`src/rtl/btb_port_sched.sv`:
```
// Shared BTB port scheduler; optional starvation guard under `BTB_SCHED_STARVE_EN`.

// Generic FIFO: show-ahead head, registered count, async active-low clear.
// Latency: a pushed entry becomes visible at the head one cycle after the push.
// Backpressure: the caller gates push on count < DEPTH and pop on count != 0.
module btb_sched_fifo #(
   parameter int WIDTH = 8,
   parameter int DEPTH = 2
) (
   input  logic                     clk,
   input  logic                     reset,
   input  logic                     push,
   input  logic                     pop,
   input  logic [WIDTH-1:0]         wdata,
   output logic [WIDTH-1:0]         rdata,
   output logic [$clog2(DEPTH):0]   count
);
   localparam int AW = $clog2(DEPTH);
   localparam int CW = AW + 1;

   logic [WIDTH-1:0] mem [DEPTH];
   logic [AW-1:0]    wr_ptr, rd_ptr;

   assign rdata = mem[rd_ptr];

   // DEPTH is a power of two, so the pointers wrap on their own.
   always_ff @(posedge clk or negedge reset) begin
      if (!reset) begin
         wr_ptr <= '0;
         rd_ptr <= '0;
         count  <= '0;
      end else begin
         if (push) wr_ptr <= wr_ptr + 1'b1;
         if (pop)  rd_ptr <= rd_ptr + 1'b1;
         count <= count + CW'(push) - CW'(pop);
      end
   end

   always_ff @(posedge clk) begin
      if (push) mem[wr_ptr] <= wdata;
   end
endmodule

// Arbitrates the single BTB port between fetch lookups and queued updates.
// Latency: prediction registered 1 cycle after lookup; queued update written >= 1 cycle after push.
// Backpressure: fetch_ready drops on write cycles (DRAIN, idle-slot writes, forced writes); upd_ready drops when full.
module btb_port_sched #(
   parameter int ADDR_WIDTH   = 24,
   parameter int QUEUE_DEPTH  = 2,
   parameter int STARVE_LIMIT = 8
) (
   input  logic                          clk,
   input  logic                          reset,
   input  logic                          fetch_valid,
   input  logic [ADDR_WIDTH-1:0]         fetch_pc,
   output logic                          fetch_ready,
   output logic                          pred_valid,
   output logic                          pred_hit,
   output logic [ADDR_WIDTH-1:0]         pred_target,
   input  logic                          upd_valid,
   input  logic [ADDR_WIDTH-1:0]         upd_pc,
   input  logic [ADDR_WIDTH-1:0]         upd_target,
   output logic                          upd_ready,
   output logic [ADDR_WIDTH-1:0]         btb_pc,
   output logic                          btb_branch_taken,
   output logic [ADDR_WIDTH-1:0]         btb_branch_target,
   input  logic                          btb_hit,
   input  logic [ADDR_WIDTH-1:0]         btb_target_out,
   output logic [$clog2(QUEUE_DEPTH):0]  queue_count
);
   localparam int CW = $clog2(QUEUE_DEPTH) + 1;
   localparam logic [CW-1:0] FULL_C = CW'(QUEUE_DEPTH);

   typedef struct packed {
      logic [ADDR_WIDTH-1:0] pc;
      logic [ADDR_WIDTH-1:0] target;
   } upd_t;

   typedef enum logic {RUN, DRAIN} state_t;

   state_t          state, state_nxt;
   upd_t            head, wr_ent;
   logic            lookup, wr, push, forced_wr;
   logic [CW-1:0]   cnt_nxt;

   assign wr_ent = '{pc: upd_pc, target: upd_target};

   btb_sched_fifo #(.WIDTH($bits(upd_t)), .DEPTH(QUEUE_DEPTH)) u_fifo (
      .clk   (clk),
      .reset (reset),
      .push  (push),
      .pop   (wr),
      .wdata (wr_ent),
      .rdata (head),
      .count (queue_count)
   );

`ifdef BTB_SCHED_STARVE_EN
   localparam int SW = $clog2(STARVE_LIMIT + 1);
   logic [SW-1:0] starve_cnt;

   assign forced_wr = (state == RUN) && (starve_cnt == SW'(STARVE_LIMIT)) && (queue_count != '0);

   // Counts lookups granted while an update waits; any write restarts the count.
   always_ff @(posedge clk or negedge reset) begin
      if (!reset)
         starve_cnt <= '0;
      else if (wr)
         starve_cnt <= '0;
      else if (state == RUN && queue_count != '0 && lookup)
         starve_cnt <= starve_cnt + 1'b1;
   end
`else
   assign forced_wr = 1'b0;
`endif

   // Everything facing the port is held quiet while reset is asserted.
   always_comb begin
      lookup            = 1'b0;
      wr                = 1'b0;
      fetch_ready       = 1'b0;
      upd_ready         = 1'b0;
      btb_pc            = '0;
      btb_branch_taken  = 1'b0;
      btb_branch_target = '0;
      if (reset) begin
         upd_ready = (queue_count < FULL_C);
         if (state == DRAIN || forced_wr)
            wr = 1'b1;
         else if (fetch_valid)
            lookup = 1'b1;
         else if (queue_count != '0)
            wr = 1'b1;

         if (wr) begin
            btb_pc            = head.pc;
            btb_branch_target = head.target;
            btb_branch_taken  = 1'b1;
         end else begin
            fetch_ready = 1'b1;
            if (lookup) btb_pc = fetch_pc;
         end
      end
   end

   assign push    = upd_valid & upd_ready;
   assign cnt_nxt = queue_count + CW'(push) - CW'(wr);

   always_comb begin
      state_nxt = state;
      case (state)
         RUN:     if (cnt_nxt == FULL_C) state_nxt = DRAIN;
         DRAIN:   if (cnt_nxt == '0)     state_nxt = RUN;
         default: state_nxt = RUN;
      endcase
   end

   always_ff @(posedge clk or negedge reset) begin
      if (!reset) begin
         state       <= RUN;
         pred_valid  <= 1'b0;
         pred_hit    <= 1'b0;
         pred_target <= '0;
      end else begin
         state       <= state_nxt;
         pred_valid  <= fetch_valid & fetch_ready;
         pred_hit    <= lookup & btb_hit;
         pred_target <= (lookup & btb_hit) ? btb_target_out : '0;
      end
   end
endmodule
```
`config.mk`:
```
export PLATFORM = sky130hd
export DESIGN_NAME = btb_port_sched
export DESIGN_NICKNAME = d
export VERILOG_FILES = /design/src/rtl/btb_port_sched.sv
export SDC_FILE = /design/constraint.sdc
export NUM_CORES = 1
export LEC_CHECK = 0
export CELL_PAD_IN_SITES_DETAIL_PLACEMENT = 1
export CELL_PAD_IN_SITES_GLOBAL_PLACEMENT = 2
export CORE_MARGIN = 2
export CORE_UTILIZATION = 31
export CTS_CLUSTER_DIAMETER = 120
export DETAILED_ROUTE_END_ITERATION = 10
export MAX_ROUTING_LAYER = met4
export PLACE_DENSITY_LB_ADDON = 0.1
export SLEW_MARGIN = 20
export SYNTH_ARGS = -nofsm -noshare
export SYNTH_HDL_FRONTEND = slang
export SYNTH_HIERARCHICAL = 1
export SYNTH_SLANG_ARGS = --single-unit
```
`constraint.sdc`:
```
create_clock -name clk -period 3.6 [get_ports clk]
set_input_delay 0.36 -clock clk [delete_from_list [all_inputs] [get_ports clk]]
set_output_delay 0.36 -clock clk [all_outputs]
set_load 0.01 [all_outputs]
```
==> flow_metrics.tcl, run 1 <==
set metrics [dict create \
    die_h_um 132 \
    max-slew-margin-rel_pct 50.3 \
    finalCriticalPeriod_ns 2.80 \
    drtPass1Iterations 4 \
    grtUsageTotal_pct 14.9 \
    io_pins 180 \
    first_iter_violations 155 \
    insertion_delay_ns 0.41 \
    crit_buf_inv 2 \
    dieWidth_um 132 \
    crit_required_ns 3.24 \
    final_cells 703 \
    cp_data_arrival_time_ns 2.44 \
    cp-endpoint "btb_pc[2]" \
    die_area_mm2 0.0175 \
    start_util_pct 31.9 \
    post-route-cell-area_mm2 0.00764 \
    grt_max_degree 53 \
    critical_path_depth 4 \
    syn2layout_area_growth_pct 49.5 \
    wl_per_cell_um 17.4 \
    cts-buffers-inserted 17 \
    final_antenna_net_count 0 \
    worstPathCellList "clkdlybuf4s50_1 -> o21a_4 -> a22o_1 -> clkdlybuf4s50_1" \
    cts_root_buf "clkbuf_16" \
    grt_pass1_vias 3417 \
    yosysSeqAreaShare_pct 71.6 \
    crit_fanout 52 \
    reg2reg_depth 8 \
    timing.fmax_ghz 0.357 \
    n_fill_cell 1590 \
    finalSetupViolCount 0 \
    postCtsSetupBuffers 0 \
    overflow 0 \
    yosys_warnings 6 \
    rows 46 \
    hold_violations 0 \
    cts_resized 0 \
    crit_family "buffers and inverters" \
    vias 3114 \
    cts_tree "built" \
    final_cell_mix "clkdlybuf4s50_1 (179), edfxtp_1 (96), mux2_2 (39), dfrtp_1 (30)" \
    crit_top_cell "clkdlybuf4s50_1" \
    antenna_found_initial 0 \
    core_area_mm2 0.0160 \
    placed_area_mm2 0.00712 \
    dp_hpwl_um 8140 \
    power_density_mw_per_mm2 627 \
    post-place-cells 671 \
    drive_above_1_share_pct 19.3 \
    worst_pin_slew_ns 0.743 \
    port_buffers 179 \
    start_kind "primary input" \
    regArea_mm2 0.00366 \
    slew_violations 0 \
    holdBufCountCts 0 \
    fin_worst_skew_ns 0.00733 \
    cts.sinks 127 \
    nets 579 \
    netlist_area_mm2 0.00511 \
    leakagePower_nw 2.92 \
    crit_start "reset" \
    end_kind "output port" \
    ys_ff_latch 127 \
    clockBufferDepth 2 \
    status "finished clean" \
    rsz0062_at_grt "no" \
    htree_levels 4 \
    routed_wl_um 12200 \
    synth_fp_nets 393 \
    reg2reg_slack_ns 1.27 \
    route.detailed.drc 0 \
    rr_startpoint "u_fifo/count[1]" \
    synthCells 288 \
    viasPerCell 4.43 \
    ys_types 23 \
    grt_pass1_wl_um 19000 \
    path_clk_slew_ns 0.05 \
    min_path_type "in2async" \
    ir_worst_vdd_v 0.000327 \
    syn_avg_cell_area_um2 17.7 \
    timing.final.crit_share_pct 77.7 \
    slowest_delay_ns 0.67 \
    fin_setup_tns_ns 0 \
    gp_congestion 0.652 \
    crit_type "in2out" \
    mostFrequentLayoutCell "clkdlybuf4s50_1" \
    num_antenna_cells 0 \
    multiInputGateArea_mm2 0.00132 \
    drv_cap 0 \
    cp_slowest_cell "clkdlybuf4s50_1" \
]
[state kept, by name (all words and copies together), names as in the netlist, named ones only]
register and flops:
u_fifo/count 2, pred_valid 1, u_fifo/rd_ptr 1, u_fifo/mem 96, pred_target 24, u_fifo/wr_ptr 1, pred_hit 1
[routing by layer]
| layer | routed length [um] | global-route usage [%] |
|---|---|---|
| met1 | 5070 | 16.9 |
| met2 | 6220 | 24.3 |
| met3 | 737 | 5.42 |
| met4 | 180 | 5.20 |
| met5 | 0 | - |
[synth_stat cells]
| cell type | count | share of area, % |
|---|---|---|
| nor2b_1 | 2 | 0.24 |
| buf_2 | 6 | 0.59 |
| ha_1 | 4 | 0.98 |
| xor3_1 | 1 | 0.47 |
| and2_4 | 10 | 1.7 |
| inv_1 | 4 | 0.29 |
| buf_8 | 1 | 0.29 |
| xor2_1 | 2 | 0.34 |
| xnor2_1 | 2 | 0.34 |
| o21ba_1 | 1 | 0.20 |
| nor3b_1 | 1 | 0.15 |
| o21a_4 | 1 | 0.29 |
| edfxtp_1 | 96 | 56 |
| and3_1 | 24 | 2.9 |
| and2_1 | 17 | 2.1 |
| a22o_1 | 24 | 4.1 |
| and3b_1 | 1 | 0.17 |
| mux2_4 | 10 | 2.9 |
| buf_6 | 4 | 0.88 |
| mux2_2 | 39 | 8.6 |
| clkbuf_1 | 4 | 0.29 |
| dfrtp_1 | 31 | 15 |
| buf_4 | 3 | 0.44 |
[cell families (layout without fill, tap and decap cells)]
kind of cell    after synthesis  after routing  share of synthesized area [%]
mux                          49             49                           11.5
fa+ha+maj                     4              4                          0.980
flops                       127            127                           71.6
buf+inv                      22            221                           2.79
xor+xnor                      5              5                           1.15
compound gates               26             26                           4.61
simple gates                 55             55                           7.30
[per-stage QoR]
step	setup slack [ns]	hold slack (ns)	total power, mW	utilization [%]
floorplan	0.0320	0.0644	2.72	-
global placement	0.788	0.546	3.34	44.5
detailed placement	0.748	0.583	3.36	44.5
CTS	0.734	0.198	4.89	47.7
global route	0.654	0.207	5.04	47.7
finish	0.803	0.214	4.79	47.7
[report_power, final]
group	switching, mW	internal, mW
clock network	0.582	0.913
logic	0.619	0.868
registers	0.0596	1.75
total	1.26	3.53
[area by class of cell]
cell class | count | area share (%)
clock buffers | 25 | 6.24
clock inverters | 7 | 0.492
inverters | 4 | 0.197
multi-input cells | 139 | 17.2
flip-flops and latches | 127 | 47.9
well taps | 216 | 3.54
repair buffers | 185 | 24.4
[worst min-delay path by stage]
stage	from	to	slack (ns)	cells after the start
5_1_grt	reset	u_fifo/wr_ptr	0.21	1
3_5_place_dp	register	register	0.58	1
6_report	reset	u_fifo/wr_ptr	0.21	1
2_1_floorplan	reset	asynchronous set/reset pin	0.06	0
3_3_place_gp	u_fifo/wr_ptr	u_fifo/wr_ptr	0.55	1
4_1_cts	reset	u_fifo/wr_ptr	0.20	1
No activity file was read; power rests on OpenSTA's default activity.
==> inputs of run 2 (changes only) <==
- clock period: 3.6 -> 2.8 ns (I/O delays scaled with it)
==> flow_metrics.tcl, run 2 (synthesized netlist as in run 1, its figures left out) <==
set metrics [dict create \
    power_density_mw_per_mm2 808 \
    antenna_found_initial 1 \
    largest_reg_flops 96 \
    cp_slowest_cell "dfrtp_2" \
    wl_per_cell_um 17.3 \
    crit_fanout 41 \
    rsz0062_at_grt "no" \
    drive_above_1_share_pct 20.2 \
    post-place-cells 673 \
    min_path_type "in2async" \
    reg_top3 "u_fifo/mem: 96 flops, pred_target: 24 flops, u_fifo/count: 2 flops" \
    crit_required_ns 2.52 \
    start_util_pct 31.9 \
    port_buffers 179 \
    finalSetupViolCount 0 \
    worstPathCellList "buf_12 -> mux2_2 -> a22o_1 -> clkdlybuf4s50_1" \
    power_mw 6.24 \
    critical_path_depth 4 \
    final_antenna_net_count 0 \
    syn2layout_area_growth_pct 51.1 \
    timing.final.crit_share_pct 92.5 \
    gp_congestion 0.689 \
    grt_pass1_vias 3418 \
    hold_violations 0 \
    cts_resized 0 \
    path_clk_slew_ns 0.05 \
    regMostFlops "u_fifo/mem" \
    drtPass1Iterations 4 \
    routed_wl_um 12200 \
    final_cell_mix "clkdlybuf4s50_1 (179), edfxtp_1 (96), mux2_2 (39), dfrtp_1 (30)" \
    worst_pin_slew_ns 0.650 \
    dieWidth_um 132 \
    final_cells 706 \
    slew_violations 0 \
    rows 46 \
    end_kind "output port" \
    core_area_mm2 0.0160 \
    mostFrequentLayoutCell "clkdlybuf4s50_1" \
    dp_hpwl_um 8140 \
    vias 3146 \
    timing.fmax_ghz 0.386 \
    crit_family "buffers and inverters" \
    cts.sinks 127 \
    hold-worst-slack_ns 0.318 \
    clockBufferDepth 2 \
    cts-buffers-inserted 17 \
    ir_worst_vdd_v 0.000492 \
    grtUsageTotal_pct 14.9 \
    postCtsSetupBuffers 0 \
    reg2reg_depth 8 \
    viasPerCell 4.46 \
    cts_root_buf "clkbuf_16" \
    fin_worst_skew_ns 0.00718 \
    grt_pass1_wl_um 19200 \
    cp_data_arrival_time_ns 2.31 \
    insertion_delay_ns 0.41 \
    finalCriticalPeriod_ns 2.59 \
    cts_tree "built" \
    io_pins 180 \
    max-slew-margin-rel_pct 56.5 \
    route.detailed.drc 0 \
    overflow 0 \
    crit_type "reg2out" \
    die_h_um 132 \
    nets 581 \
    leakagePower_nw 2.95 \
    start_kind "register" \
    grt_max_degree 51 \
    first_iter_violations 122 \
    slowest_delay_ns 0.50 \
    n_fill_cell 1610 \
    status "finished clean" \
    drv_cap 0 \
    crit_buf_inv 2 \
    holdBufCountCts 0 \
    die_area_mm2 0.0175 \
    fin_setup_tns_ns 0 \
    htree_levels 4 \
]
run 2: cell types whose count changed in the layout (fill, tap and decap cells not counted), sizes merged:
| cell | before | now |
|---|---|---|
| clkinv | 5 | 6 |
| diode | 0 | 1 |
| inv | 6 | 5 |
| buf | 6 | 8 |
run 2: path summary, 6_finish.rpt:
path	startpoint	end	slack (ns)
hold / removal	reset	u_fifo/wr_ptr	0.32
min in group clk	upd_pc[6]	u_fifo/mem[1][30]	0.45
max in group asynchronous	reset	u_fifo/rd_ptr	2.08
hold reg to reg	u_fifo/wr_ptr	u_fifo/wr_ptr	0.54
setup / recovery	u_fifo/rd_ptr	btb_pc[12]	0.21
setup reg to reg	u_fifo/count[1]	register	0.68
run 2: routing by layer:
layer  part of all wire (%)  GRT usage (%)  vias to the layer above
li1                       -              -                     1467
met5                      0              -                        -
met1                     43           17.9                     1548
met3                    5.3           4.65                       19
met2                     49           23.3                      112
met4                    2.0           6.27                        0
run 2: report_power, final:
group | switching (mW) | internal (mW)
clock network | 0.727 | 1.24
logic | 0.769 | 1.16
registers | 0.102 | 2.25
total | 1.60 | 4.64
run 2: final cells by class:
class                      count  area, um^2  share of cell area (%)
multi-input combinational    139        1320                    17.1
sequential                   127        3660                    47.4
clock inverter                 7        33.8                   0.438
clock buffer                  25         505                    6.55
antenna                        1        2.50                  0.0324
tap                          216         270                    3.50
inverter                       4        15.0                   0.195
timing repair buffer         187        1910                    24.8
run 2: through the flow:
| stage | util [%] | setup slack (ns) | instance area [um^2] |
|---|---|---|---|
| floorplan | - | 0.137 | 5110 |
| global route | 48.2 | 0.102 | 7720 |
| global placement | 44.8 | 0.364 | 7180 |
| CTS | 48.2 | 0.152 | 7710 |
| finish | 48.2 | 0.210 | 7720 |
| detailed placement | 44.8 | 0.239 | 7180 |
==> inputs of run 3 (changes only) <==
- CAP_MARGIN: default -> 20
- GPL_TIMING_DRIVEN: default -> 0
==> flow_metrics.tcl, run 3 (synthesized netlist as in run 1, its figures left out) <==
set metrics [dict create \
    p_sw_share_pct 25.7 \
    dp_slack_ns 0.276 \
    finalSetupViolCount 0 \
    final_antenna_net_count 0 \
    start_kind "primary input" \
    viasPerCell 4.44 \
    finalCriticalPeriod_ns 2.62 \
    cp_data_arrival_time_ns 2.34 \
    regArea_mm2 0.00366 \
    rows 46 \
    die_h_um 132 \
    critical_path_depth 8 \
    final.setup.worst_slack_ns 0.178 \
    worst_pin_slew_ns 0.386 \
    cts_tree "built" \
    crit_family "buffers and inverters" \
    netSwitchingPower_mw 1.68 \
    regMostFlops "u_fifo/mem" \
    rsz0062_at_grt "no" \
    vias 3202 \
    clockBufferDepth 2 \
    grt_pass1_vias 3526 \
    slew_violations 0 \
    crit_type "in2out" \
    route.detailed.drc 0 \
    reg2reg_depth 9 \
    intPower_mw 4.87 \
    end_kind "output port" \
    dieWidth_um 132 \
    slowest_delay_ns 0.53 \
    rr_startpoint "u_fifo/count[1]" \
    htree_levels 4 \
    hold_violations 0 \
    grtUsageTotal_pct 15.7 \
    min_path_type "in2async" \
    first_iter_violations 86 \
    post-place-cells 687 \
    start_util_pct 31.9 \
    num_antenna_cells 0 \
    grt_pass1_wl_um 19800 \
    final_cell_mix "clkdlybuf4s50_1 (178), edfxtp_1 (96), mux2_2 (39), dfrtp_1 (31)" \
    worstPathCellList "dlygate4sd3_1 -> buf_2 -> buf_12 -> and3b_1 -> buf_2 -> buf_2 -> a22o_1 -> clkdlybuf4s50_1" \
    final_util_pct 49.3 \
    drive_above_1_share_pct 21.8 \
    mostFrequentLayoutCell "clkdlybuf4s50_1" \
    fin_worst_skew_ns 0.00620 \
    core_area_mm2 0.0160 \
    multiInputGateArea_mm2 0.00132 \
    io_pins 180 \
    cts_root_buf "clkbuf_16" \
    syn2layout_area_growth_pct 54.4 \
    grt_max_degree 45 \
    power_mw 6.55 \
    p_seq_share_pct 35.6 \
    timing.final.crit_share_pct 93.6 \
    path_clk_slew_ns 0.05 \
    cts-buffers-inserted 17 \
    wl_per_cell_um 17.7 \
    reg_top3 "u_fifo/mem: 96 flops, pred_target: 24 flops, u_fifo/count: 2 flops" \
    routed_wl_um 12800 \
    p_clk_share_pct 33.4 \
    crit_top_cell "buf_2" \
    port_buffers 179 \
    nets 597 \
    placed_area_mm2 0.00726 \
    antenna_found_initial 0 \
    dp_hpwl_um 9000 \
    power_density_mw_per_mm2 830 \
    drtPass1Iterations 4 \
    crit_fanout 10 \
    final_cells 721 \
    postCtsSetupBuffers 0 \
    cp_slowest_cell "clkdlybuf4s50_1" \
    largest_reg_flops 96 \
    status "finished clean" \
    overflow 0 \
    max-slew-margin-rel_pct 74.3 \
    timing.fmax_ghz 0.381 \
    cts.sinks 127 \
    die_area_mm2 0.0175 \
    ir_worst_vdd_v 0.000377 \
    leakagePower_nw 3.03 \
    comb_power_share_pct 31.0 \
    reg2reg_slack_ns 0.54 \
    drv_cap 0 \
    post-route-cell-area_mm2 0.00789 \
    n_fill_cell 1608 \
    crit_buf_inv 6 \
    gp_congestion 0.741 \
    insertion_delay_ns 0.41 \
    crit_required_ns 2.52 \
]
run 3: final cells by class:
class,count,share of cell area (%)
Buffer,18,1.65
Clock buffer,20,5.66
Timing Repair Buffer,185,24.2
Sequential cell,127,46.4
Multi-Input combinational cell,139,16.7
Clock inverter,12,1.82
Tap cell,216,3.43
Inverter,4,0.190
run 3: worst max path at each step:
stage                    startpoint                 to
global placement              reset  u_fifo/mem[0][46]
CTS                           reset          btb_pc[4]
detailed placement      fetch_valid           register
floorplan           u_fifo/count[1]   u_fifo/mem[0][0]
finish                        reset         btb_pc[17]
global route                  reset          btb_pc[7]
run 3: worst reg2reg max path: stages (launching register included):
cell and delay, ns:
dfrtp_1 0.44, o21ba_1 0.24, o21a_4 0.23, buf_2 0.20
ha_1 0.30, inv_1 0.04, ha_1 0.18, xnor2_1 0.13
xnor2_1 0.12, mux2_2 0.26
run 3: repair_timing:
| item | CTS | global route |
|---|---|---|
| hold buffers | 2 | 0 |
| resized for setup | 0 | 1 |
| hold endpoints to repair | 31 | 0 |
| endpoints found under the setup margin | 0 | 1 |
run 3: routing by layer:
layer,track usage (%),up-vias,part of all wire (%)
li1,-,1504,-
met1,17.8,1584,42
met2,26.5,103,52
met3,4.61,11,4.8
met4,5.91,0,1.2
met5,-,-,0
run 3: metrics by stage:
step	TNS, ns	hold WS [ns]
global placement	-240.42	0.489
floorplan	0	-0.0156
detailed placement	0	0.0891
CTS	0	0.188
global route	0	0.207
finish	0	0.205
run 3: power by group through the flow:
| stage | clock network, mW | logic [mW] | registers, mW |
|---|---|---|---|
| 3_3_place_gp | 0 | 2.00 | 2.37 |
| 2_1_floorplan | 0 | 1.13 | 2.37 |
| 4_1_cts | 2.25 | 2.08 | 2.34 |
| 6_report | 2.19 | 2.03 | 2.33 |
| 3_5_place_dp | 0 | 2.06 | 2.37 |
| 5_1_grt | 2.31 | 2.19 | 2.36 |
